--- src/rtl/i2s_frame_scheduler.sv ---
// rtl/i2s_frame_scheduler.sv - test frame sequencer (header, payload ramp, counter, gap) with valid/ready output
module i2s_frame_scheduler #(
  parameter int DATA_WIDTH  = 24,
  parameter int PAYLOAD_LEN = 15,
  parameter int GAP_LEN     = 4,
  parameter int CNT_WIDTH   = 16
) (
  input  logic                  clk,
  input  logic                  rst,
  input  logic                  start,
  input  logic                  stop,
  input  logic [CNT_WIDTH-1:0]  frame_count,
  output logic [DATA_WIDTH-1:0] tdata,
  output logic                  tvalid,
  input  logic                  tready,
  output logic                  tlast,
  output logic                  busy,
  output logic                  done,
  output logic [CNT_WIDTH-1:0]  frames_sent
);

  localparam int IW = $clog2(PAYLOAD_LEN + 6);
  localparam int GW = $clog2(GAP_LEN + 2);

  typedef enum logic [2:0] {S_IDLE, S_HEADER, S_PAYLOAD, S_COUNT, S_GAP} state_t;

  state_t                r_state, w_state_n;
  logic [IW-1:0]         r_idx, w_idx_n;
  logic [GW-1:0]         r_gap, w_gap_n;
  logic [DATA_WIDTH-1:0] r_tdata, w_tdata_n;
  logic                  r_tvalid, w_tvalid_n;
  logic                  r_tlast, w_tlast_n;
  logic                  r_busy;
  logic                  r_done, w_done_n;
  logic [CNT_WIDTH-1:0]  r_frames_sent, w_fs_n;
  logic [CNT_WIDTH-1:0]  r_frame_count, w_fc_n;
  logic                  r_stop, w_stop_n;
  logic                  w_hs;
  logic                  w_decide;
  logic                  w_end;

  // Header words are left-justified into the sample word
  function automatic logic [DATA_WIDTH-1:0] hdr_word(input logic [2:0] idx);
    logic [15:0]           h;
    logic [DATA_WIDTH-1:0] w;
    case (idx)
      3'd0:    h = 16'h0B77;
      3'd1:    h = 16'hA1DD;
      3'd2:    h = 16'h4240;
      3'd3:    h = 16'h2F84;
      default: h = 16'h2B03;
    endcase
    w = '0;
    w[DATA_WIDTH-1 -: 16] = h;
    return w;
  endfunction

  assign w_hs = r_tvalid & tready;

  // Next-state and next-output logic; outputs only move on a handshake so stalls hold them
  always_comb begin
    w_state_n  = r_state;
    w_idx_n    = r_idx;
    w_gap_n    = r_gap;
    w_tdata_n  = r_tdata;
    w_tvalid_n = r_tvalid;
    w_tlast_n  = r_tlast;
    w_done_n   = 1'b0;
    w_fs_n     = r_frames_sent;
    w_fc_n     = r_frame_count;
    w_stop_n   = r_stop | (stop & (r_state != S_IDLE));
    w_decide   = 1'b0;
    w_end      = 1'b0;

    case (r_state)
      S_IDLE: begin
        if (start && !stop) begin
          w_fc_n     = frame_count;
          w_fs_n     = '0;
          w_state_n  = S_HEADER;
          w_idx_n    = '0;
          w_tvalid_n = 1'b1;
          w_tdata_n  = hdr_word(3'd0);
          w_tlast_n  = 1'b0;
        end
      end
      S_HEADER: begin
        if (w_hs) begin
          if (r_idx == IW'(4)) begin
            w_state_n = S_PAYLOAD;
            w_idx_n   = '0;
            w_tdata_n = DATA_WIDTH'(5);
          end else begin
            w_idx_n   = r_idx + 1'b1;
            w_tdata_n = hdr_word(r_idx[2:0] + 3'd1);
          end
        end
      end
      S_PAYLOAD: begin
        if (w_hs) begin
          if (r_idx == IW'(PAYLOAD_LEN - 1)) begin
            w_state_n = S_COUNT;
            w_tdata_n = DATA_WIDTH'(r_frames_sent);
            w_tlast_n = 1'b1;
          end else begin
            w_idx_n   = r_idx + 1'b1;
            w_tdata_n = DATA_WIDTH'(r_idx) + DATA_WIDTH'(6);
          end
        end
      end
      S_COUNT: begin
        if (w_hs) begin
          w_fs_n     = r_frames_sent + 1'b1;
          w_tvalid_n = 1'b0;
          w_tlast_n  = 1'b0;
          w_tdata_n  = '0;
          if (GAP_LEN == 0) begin
            w_decide = 1'b1;
          end else begin
            w_state_n = S_GAP;
            w_gap_n   = '0;
          end
        end
      end
      S_GAP: begin
        if (r_gap == GW'(GAP_LEN - 1)) w_decide = 1'b1;
        else                           w_gap_n  = r_gap + 1'b1;
      end
      default: w_state_n = S_IDLE;
    endcase

    // End-of-frame decision: a stop arriving in this very cycle also counts
    if (w_decide) begin
      w_end = r_stop | stop | ((r_frame_count != '0) && (w_fs_n == r_frame_count));
      if (w_end) begin
        w_state_n = S_IDLE;
        w_done_n  = 1'b1;
        w_stop_n  = 1'b0;
      end else begin
        w_state_n  = S_HEADER;
        w_idx_n    = '0;
        w_tvalid_n = 1'b1;
        w_tdata_n  = hdr_word(3'd0);
      end
    end
  end

  // State and registered outputs
  always_ff @(posedge clk) begin
    if (rst) begin
      r_state       <= S_IDLE;
      r_idx         <= '0;
      r_gap         <= '0;
      r_tdata       <= '0;
      r_tvalid      <= 1'b0;
      r_tlast       <= 1'b0;
      r_busy        <= 1'b0;
      r_done        <= 1'b0;
      r_frames_sent <= '0;
      r_frame_count <= '0;
      r_stop        <= 1'b0;
    end else begin
      r_state       <= w_state_n;
      r_idx         <= w_idx_n;
      r_gap         <= w_gap_n;
      r_tdata       <= w_tdata_n;
      r_tvalid      <= w_tvalid_n;
      r_tlast       <= w_tlast_n;
      r_busy        <= (w_state_n != S_IDLE);
      r_done        <= w_done_n;
      r_frames_sent <= w_fs_n;
      r_frame_count <= w_fc_n;
      r_stop        <= w_stop_n;
    end
  end

  assign tdata       = r_tdata;
  assign tvalid      = r_tvalid;
  assign tlast       = r_tlast;
  assign busy        = r_busy;
  assign done        = r_done;
  assign frames_sent = r_frames_sent;

endmodule

--- config.mk ---
export PLATFORM = sky130hd
export DESIGN_NAME = i2s_frame_scheduler
export DESIGN_NICKNAME = d
export VERILOG_FILES = /design/src/rtl/i2s_frame_scheduler.sv
export SDC_FILE = /design/constraint.sdc
export NUM_CORES = 1
export LEC_CHECK = 0
export ABC_AREA = 1
export CAP_MARGIN = 0
export CORE_ASPECT_RATIO = 1.2
export CORE_MARGIN = 2
export CORE_UTILIZATION = 55
export DETAILED_ROUTE_END_ITERATION = 8
export DONT_BUFFER_PORTS = 1
export PLACE_DENSITY_LB_ADDON = 0.3
export REMOVE_ABC_BUFFERS = 1
export SLEW_MARGIN = 20
export SYNTH_ARGS = -nofsm -noshare
export SYNTH_HDL_FRONTEND = slang
export SYNTH_SLANG_ARGS = --single-unit
--- constraint.sdc ---
create_clock -name clk -period 1.9 [get_ports clk]
set_input_delay 0.38 -clock clk [delete_from_list [all_inputs] [get_ports clk]]
set_output_delay 0.38 -clock clk [all_outputs]
set_load 0.005 [all_outputs]
Yosys cells after proc, flatten, opt, wreduce, memory -nomap -nowiden
Index checks and enable logic that the tools add are counted.

Add/subtract/negate cells: 5. Equal/unequal tests: 16. Mux-type cells: 48. Bitwise gates (word level): 6. Reduce and logical (&&, ||, !) cells: 14.

Operators by type and width (count): $mux W24 (7); $pmux W24 S4 (1); $pmux W16 S4 (1); $mux W16 (3); $mux W5 (7); $pmux W16 S2 (1); $mux W3 (9); $add A16 B1 Y16 const B (1); $eq A16 B16 Y1 (1); $reduce_bool A16 Y1 (1); $eq A3 B2 Y1 const B (5); $pmux W3 S5 (1); $pmux W5 S3 (1); $mux W1 (14); $ne A2 B2 Y1 const B (5); $reduce_bool A3 Y1 (3); $add A3 B1 Y3 const B (2); $add A5 B3 Y6 const B (1); $eq A3 B1 Y1 const B (2); $logic_not A3 Y1 (2); $pmux W3 S2 (1); $add A5 B1 Y5 const B (1); $eq A5 B3 Y1 const B (1); $eq A5 B4 Y1 const B (1); other kinds (13) (17).

Bits in registers: 72. Bits of input ports: 21. Output and inout bits: 44. Word-level logic and storage cells: 100.

Depth between registers and ports, before layout
Word-level depth: 10. Mapped depth: 19. Depth with buffers taken out: 18.

Worst setup path before layout
OpenSTA, ideal clock, no wires.

Kind: register -> register. From: reg r_frames_sent[1], in the netlist frames_sent[1]. To: reg r_tdata[19], in the netlist tdata[19]. Setup time: 0.132 ns. Arrival time: 1.945 ns. Data required time: 1.768 ns. Slack: -0.177 ns. Cell stages (with the launch flop): 16. Path buffers: 1. Clock period less this slack: 2.077 ns. Cells stage by stage: dfxtp_1 > ha_1 > nand2_1 > nor2_1 > nand3_1 > nor2_1 > nand2_1 > nand2_1 > nand2_1 > nand2_1 > nand3_1 > nor2_1 > nand3_2 > nand3b_1 > buf_2 > o21ai_0.

Word-level cells in the longest chain between the ends: 8. Elaborated cells on any way between the ends: 9. Those cells by class: 1 x add/sub; 1 x eq/ne; 5 x mux; 1 x bitwise; 1 x reduce/logical.

RTL lines: from (decl) (RTL line 35) `logic [CNT_WIDTH-1:0] r_frames_sent, w_fs_n;`; from (signal assigned) (RTL line 171) `r_frames_sent <= w_fs_n;`; $add A16 B1 Y16 (RTL line 113) `w_fs_n = r_frames_sent + 1'b1;`; $mux W16 (RTL line 112) `if (w_hs) begin`; $pmux W16 S2 * (RTL line 75) `case (r_state)`; $eq A16 B16 Y1 * (RTL line 134) `w_end = r_stop | stop | ((r_frame_count != '0) && (w_fs_n == r_frame_count));`; $logic_and A1 B1 Y1 * (RTL line 134); $or A1 B1 Y1 * (RTL line 134); $mux W24 * (RTL line 135) `if (w_end) begin`; $mux W24 * (RTL line 133) `if (w_decide) begin`; to (signal assigned) (RTL line 166) `r_tdata <= w_tdata_n;`; to (decl) (RTL line 30) `logic [DATA_WIDTH-1:0] r_tdata, w_tdata_n;`.

Every way passes the cells marked *; elsewhere a longest branch is shown, timed or not. A chain may end at the register's enable or synchronous reset.

Final worst setup path
From: reg r_state[0]. To: reg r_idx[0].

Word-level cells in the longest chain between the ends: 7. Elaborated cells on any way between the ends: 13. Those cells by class: 5 x eq/ne; 5 x mux; 1 x bitwise; 2 x reduce/logical.

RTL lines: from (decl) (RTL line 27) `state_t r_state, w_state_n;`; from (signal assigned) (RTL line 163) `r_state <= w_state_n;`; $eq A3 B2 Y1 / $logic_not A3 Y1 (equally long branches) (RTL line 75); $pmux W16 S2 (RTL line 75); $eq A16 B16 Y1 (RTL line 134); $logic_and A1 B1 Y1 (RTL line 134); $or A1 B1 Y1 (RTL line 134); $mux W5 (RTL line 135); $mux W5 * (RTL line 133); to (signal assigned) (RTL line 164) `r_idx <= w_idx_n;`; to (decl) (RTL line 28) `logic [IW-1:0] r_idx, w_idx_n;`.

Marked as above.

==> results summary <==
The weighted congestion reported at the end of routability-driven placement came out at 0.956. The via count of the first global-routing pass is between 4000 and 5000. The quantity of hold-fixing buffers added after cts came out at 0. The checks that failed: negative setup slack. For this run, the register share of the synthesized area comes to 34.0%. For the worst-skew pair, the clock arrives at the later sink with an insertion delay of 0.36 ns.

The power density relative to cell area is slightly below 700 nW/µm². The number of warnings issued by yosys is 0. The total iterations of the first detailed-routing run is 5. The worst-case headroom to the max-slew limit is a little over two thirds. Cells with a size suffix above 1 make up around a third of the layout. TritonCTS built the clock tree. The share of async-settable or async-resettable flops after synthesis is 0%. The slew of the pin with the lowest slew margin came out at approximately 0.44 ns. In this run, synthesis inferred 0 flip-flops with an integrated enable. The layout overhead on the synthesized area is 42.5%. The mapped cell area came out at between 4000 and 5000 µm². In this run the worst path has a maximum fanout of 7. The floorplan die area is approximately 8400 µm².

Clock tree synthesis selected as its root buffer the cell sky130_fd_sc_hd__clkbuf_8. The share of total power in sequential cells is approximately 41%. The clock share of power is 34.1%. The worst setup path is captured at a flop. The CTS sink count is 72.

The hold violation total from the final report is 0. The HPWL after detailed placement is ~11000 µm. The predominant post-synthesis flop cell is sky130_fd_sc_hd__dfxtp_1. The initial antenna violation count came out at 0.

After floorplanning, the core was divided into 35 placement rows. The diode insertion count for antenna repair came out at 0. The average footprint of a synthesized cell is about 6.8 µm². The number of port buffers is 0. Counting distinct cell types in the post-synthesis netlist gives 48. In the post-synthesis netlist, the biggest area contributors are sky130_fd_sc_hd__dfxtp_1 34%, sky130_fd_sc_hd__nand2_1 12%, sky130_fd_sc_hd__inv_1 7.0%.

The number of max-slew violations in the final report is 0. Once placement finished, the instance area stood at about 5200 µm². The vias after detailed routing came out at about 5100. The maximum achievable frequency is about 440 MHz. The library cells used most frequently in the layout, excluding fill and tap cells, are 137 x sky130_fd_sc_hd__buf_4, 126 x sky130_fd_sc_hd__nand2_1, 76 x sky130_fd_sc_hd__inv_1, 61 x sky130_fd_sc_hd__dfxtp_1, 50 x sky130_fd_sc_hd__nor2_1. In the routed layout, each cell is associated on average with a via count of 5.88. Summed over all cells, the static leakage comes to ~2.6 nW. The combinational share of power is between 20% and 30%.

Internal power comes to about 0.0028 W. The number of cells after detailed placement came out at a little over 800. The switching portion of total power is between 30% and 40%. STA classifies the critical path startpoint as a flop. The average detailed-routed wire length per instance came out at around 18 µm. The total of endpoints with negative setup slack in the final report came out at 42. The largest area contributor in the synthesized netlist is sky130_fd_sc_hd__dfxtp_1.

The final cell area excluding filler cells is about 6000 µm². The number of nets with antenna violations after detailed routing came out at 0. The wire length of the first global-routing pass came out at about 23000 µm.

The die extent in x is ~84 µm. The flow ran to the end, but the final reports show violations. The first routing iteration left roughly 370 violations. The die is approximately 100 µm tall. The synthesized flop and latch total came out at 72. The number of clock buffers inserted by TritonCTS is 9. The clock transition at the register clock pins on the worst setup and hold paths after CTS is approximately 0.080 ns.

The worst path in the final design needs a cycle of 2.25 ns, including I/O delays and setup. The H-tree depth reported by CTS is 3. The effective utilization at floorplan came out at 56.0%. The I/O pin count is 65.

Across the run, the number of max-cap violations was 0. The arrival time at the worst endpoint came out at between 2 and 3 ns. The final sum of negative setup slack is -10.71 ns. The kind of critical path is reg2reg. The final worst clock skew came out at between 0.015 and 0.02 ns. Once layout is complete, the utilization of the core stands at about four fifths.

The overflow left after global routing is 0. The instance count of the mapped netlist came out at about 630. Entering global routing, the biggest net connects 33 pins. The reported net switching power is roughly 0.0013 W. The share of the synthesized area in the top cell type is 34.0%. In this run the worst hold path is classified as in2reg. The post-layout net count is around 810.

The deepest clock path buffer count is 2. At the worst endpoint, the required time is around 2.2 ns. The final cycle utilization of the critical path came out at 119%. The slack of the critical path is -0.353 ns.

The worst IR drop on VDD came out at 0.610 mV. The total routing usage reported by global routing came out at around a third. The most common library cell in the layout ignoring fill and taps is sky130_fd_sc_hd__buf_4. Setup repair after global routing could not meet its margin everywhere.

Leaving out filler cells and counting taps, the final layout contains between 800 and 900. The final wirelength came out at approximately 16000 µm. The area of the core is 7580 µm². The DRC violations left came out at 0. The final-layout fill cell count is 525.
==> timing repair <==
action	CTS	global route
pin swaps	18	26
buffers inserted	15	18
gates resized for setup	53	59
cloned	0	1
endpoints found under the hold margin	0	0
endpoints found under the setup margin	33	44
==> metrics by stage <==
step / total power (W) / hold slack [ns] / setup slack, ns
2_1_floorplan: 0.00213 / 0.433 / -0.471
3_3_place_gp: 0.00247 / 0.441 / -0.478
3_5_place_dp: 0.00249 / 0.455 / -0.526
4_1_cts: 0.00389 / 0.0777 / -0.282
5_1_grt: 0.00423 / 0.0671 / -0.508
6_report: 0.00408 / 0.0839 / -0.353
==> power groups by stage <==
stage               registers (W)  logic (W)  clock network [W]
CTS                       0.00166   0.000836            0.00139
detailed placement        0.00170   0.000786                  0
floorplan                 0.00168   0.000446                  0
global route              0.00168    0.00110            0.00145
global placement          0.00170   0.000777                  0
finish                    0.00167    0.00102            0.00139
==> cells by family (layout without fill, tap and decap cells) <==
kind of cell | Yosys count | in the layout | synth area share [%]
buffers and inverters | 100 | 248 | 9.61
DFF | 72 | 72 | 34.0
xor gates and xnor gates | 4 | 4 | 0.825
adders and majority gates | 12 | 12 | 3.54
and+or+nand+nor | 312 | 313 | 34.2
AOI/OAI and AO/OA | 128 | 128 | 17.8
==> metal layers <==
layer | part of all wire (%) | vias up | global-route usage, % | routed length [µm]
met3 | 7.4 | 77 | 7.40 | 1160
met1 | 36 | 2387 | 37.4 | 5670
met2 | 50 | 279 | 63.9 | 7860
li1 | - | 2371 | - | -
met5 | 0 | - | 0 | 0
met4 | 5.9 | 0 | 19.1 | 921
==> path summary, 6_finish.rpt <==
check	slack, ns	endpoint	cells after the start	from
max reg2reg	-0.35	r_idx[0]$_SDFF_PP0_	15	r_state[0]$_SDFF_PP0_
max	-0.35	r_idx[0]$_SDFF_PP0_	15	r_state[0]$_SDFF_PP0_
min reg2reg	0.47	r_gap[2]$_SDFFE_PP0P_	2	r_gap[2]$_SDFFE_PP0P_
min	0.08	frames_sent[2]$_SDFF_PP0_	1	rst
==> critical path, cell delays in order, from the launching register on <==
cell and delay (ns):
sky130_fd_sc_hd__dfxtp_4 0.39, sky130_fd_sc_hd__buf_4 0.13, sky130_fd_sc_hd__nand3_4 0.10, sky130_fd_sc_hd__buf_4 0.20
sky130_fd_sc_hd__a21oi_1 0.15, sky130_fd_sc_hd__nand2_1 0.09, sky130_fd_sc_hd__nand2_2 0.10, sky130_fd_sc_hd__nand2_1 0.07
sky130_fd_sc_hd__a21oi_2 0.18, sky130_fd_sc_hd__nand3_1 0.10, sky130_fd_sc_hd__nor2_2 0.11, sky130_fd_sc_hd__nand3_2 0.13
sky130_fd_sc_hd__nand3_4 0.12, sky130_fd_sc_hd__nand2_8 0.09, sky130_fd_sc_hd__buf_12 0.16, sky130_fd_sc_hd__nor2_2 0.07
==> cells in the mapped netlist, types with 2 or more instances <==
cell / n
sky130_fd_sc_hd__buf_6: 2
sky130_fd_sc_hd__o221ai_1: 2
sky130_fd_sc_hd__nor4_1: 3
sky130_fd_sc_hd__o21ai_1: 3
sky130_fd_sc_hd__buf_2: 5
sky130_fd_sc_hd__nand3_1: 53
sky130_fd_sc_hd__nand2_2: 7
sky130_fd_sc_hd__a221oi_1: 4
sky130_fd_sc_hd__nor2_4: 11
sky130_fd_sc_hd__a21oi_1: 38
sky130_fd_sc_hd__dfxtp_1: 72
sky130_fd_sc_hd__nor2_1: 63
sky130_fd_sc_hd__nand2_1: 140
sky130_fd_sc_hd__xor2_1: 4
sky130_fd_sc_hd__o21a_1: 2
sky130_fd_sc_hd__nand2_4: 2
sky130_fd_sc_hd__ha_1: 12
sky130_fd_sc_hd__nand4_1: 9
sky130_fd_sc_hd__a211oi_1: 6
sky130_fd_sc_hd__o2111ai_1: 2
sky130_fd_sc_hd__a22oi_1: 4
sky130_fd_sc_hd__inv_2: 2
sky130_fd_sc_hd__nor2_2: 8
sky130_fd_sc_hd__or2_2: 3
sky130_fd_sc_hd__inv_1: 79
sky130_fd_sc_hd__nor3_1: 8
sky130_fd_sc_hd__o211ai_1: 6
sky130_fd_sc_hd__nand3_2: 2
sky130_fd_sc_hd__o21ai_0: 49
sky130_fd_sc_hd__clkbuf_1: 9
==> area by class of cell <==
cell class                 instances  area, µm²  share of cell area, %
sequential                        72       1470                   24.3
multi-input combinational        457       2700                   44.6
timing repair buffer             150       1230                   20.3
clock inverter                     5       80.1                   1.32
tap                               92        115                   1.90
inverter                          82        315                   5.22
clock buffer                      11        141                   2.34
==> flip-flops by register name, summed over array words and instances (netlist names) <==
register,count
r_frame_count,16
frames_sent,16
r_state,3
busy,1
done,1
tdata,24
r_gap,3
tvalid,1
r_idx,5
r_stop,1
tlast,1
Power figures use the tool's default switching activity.
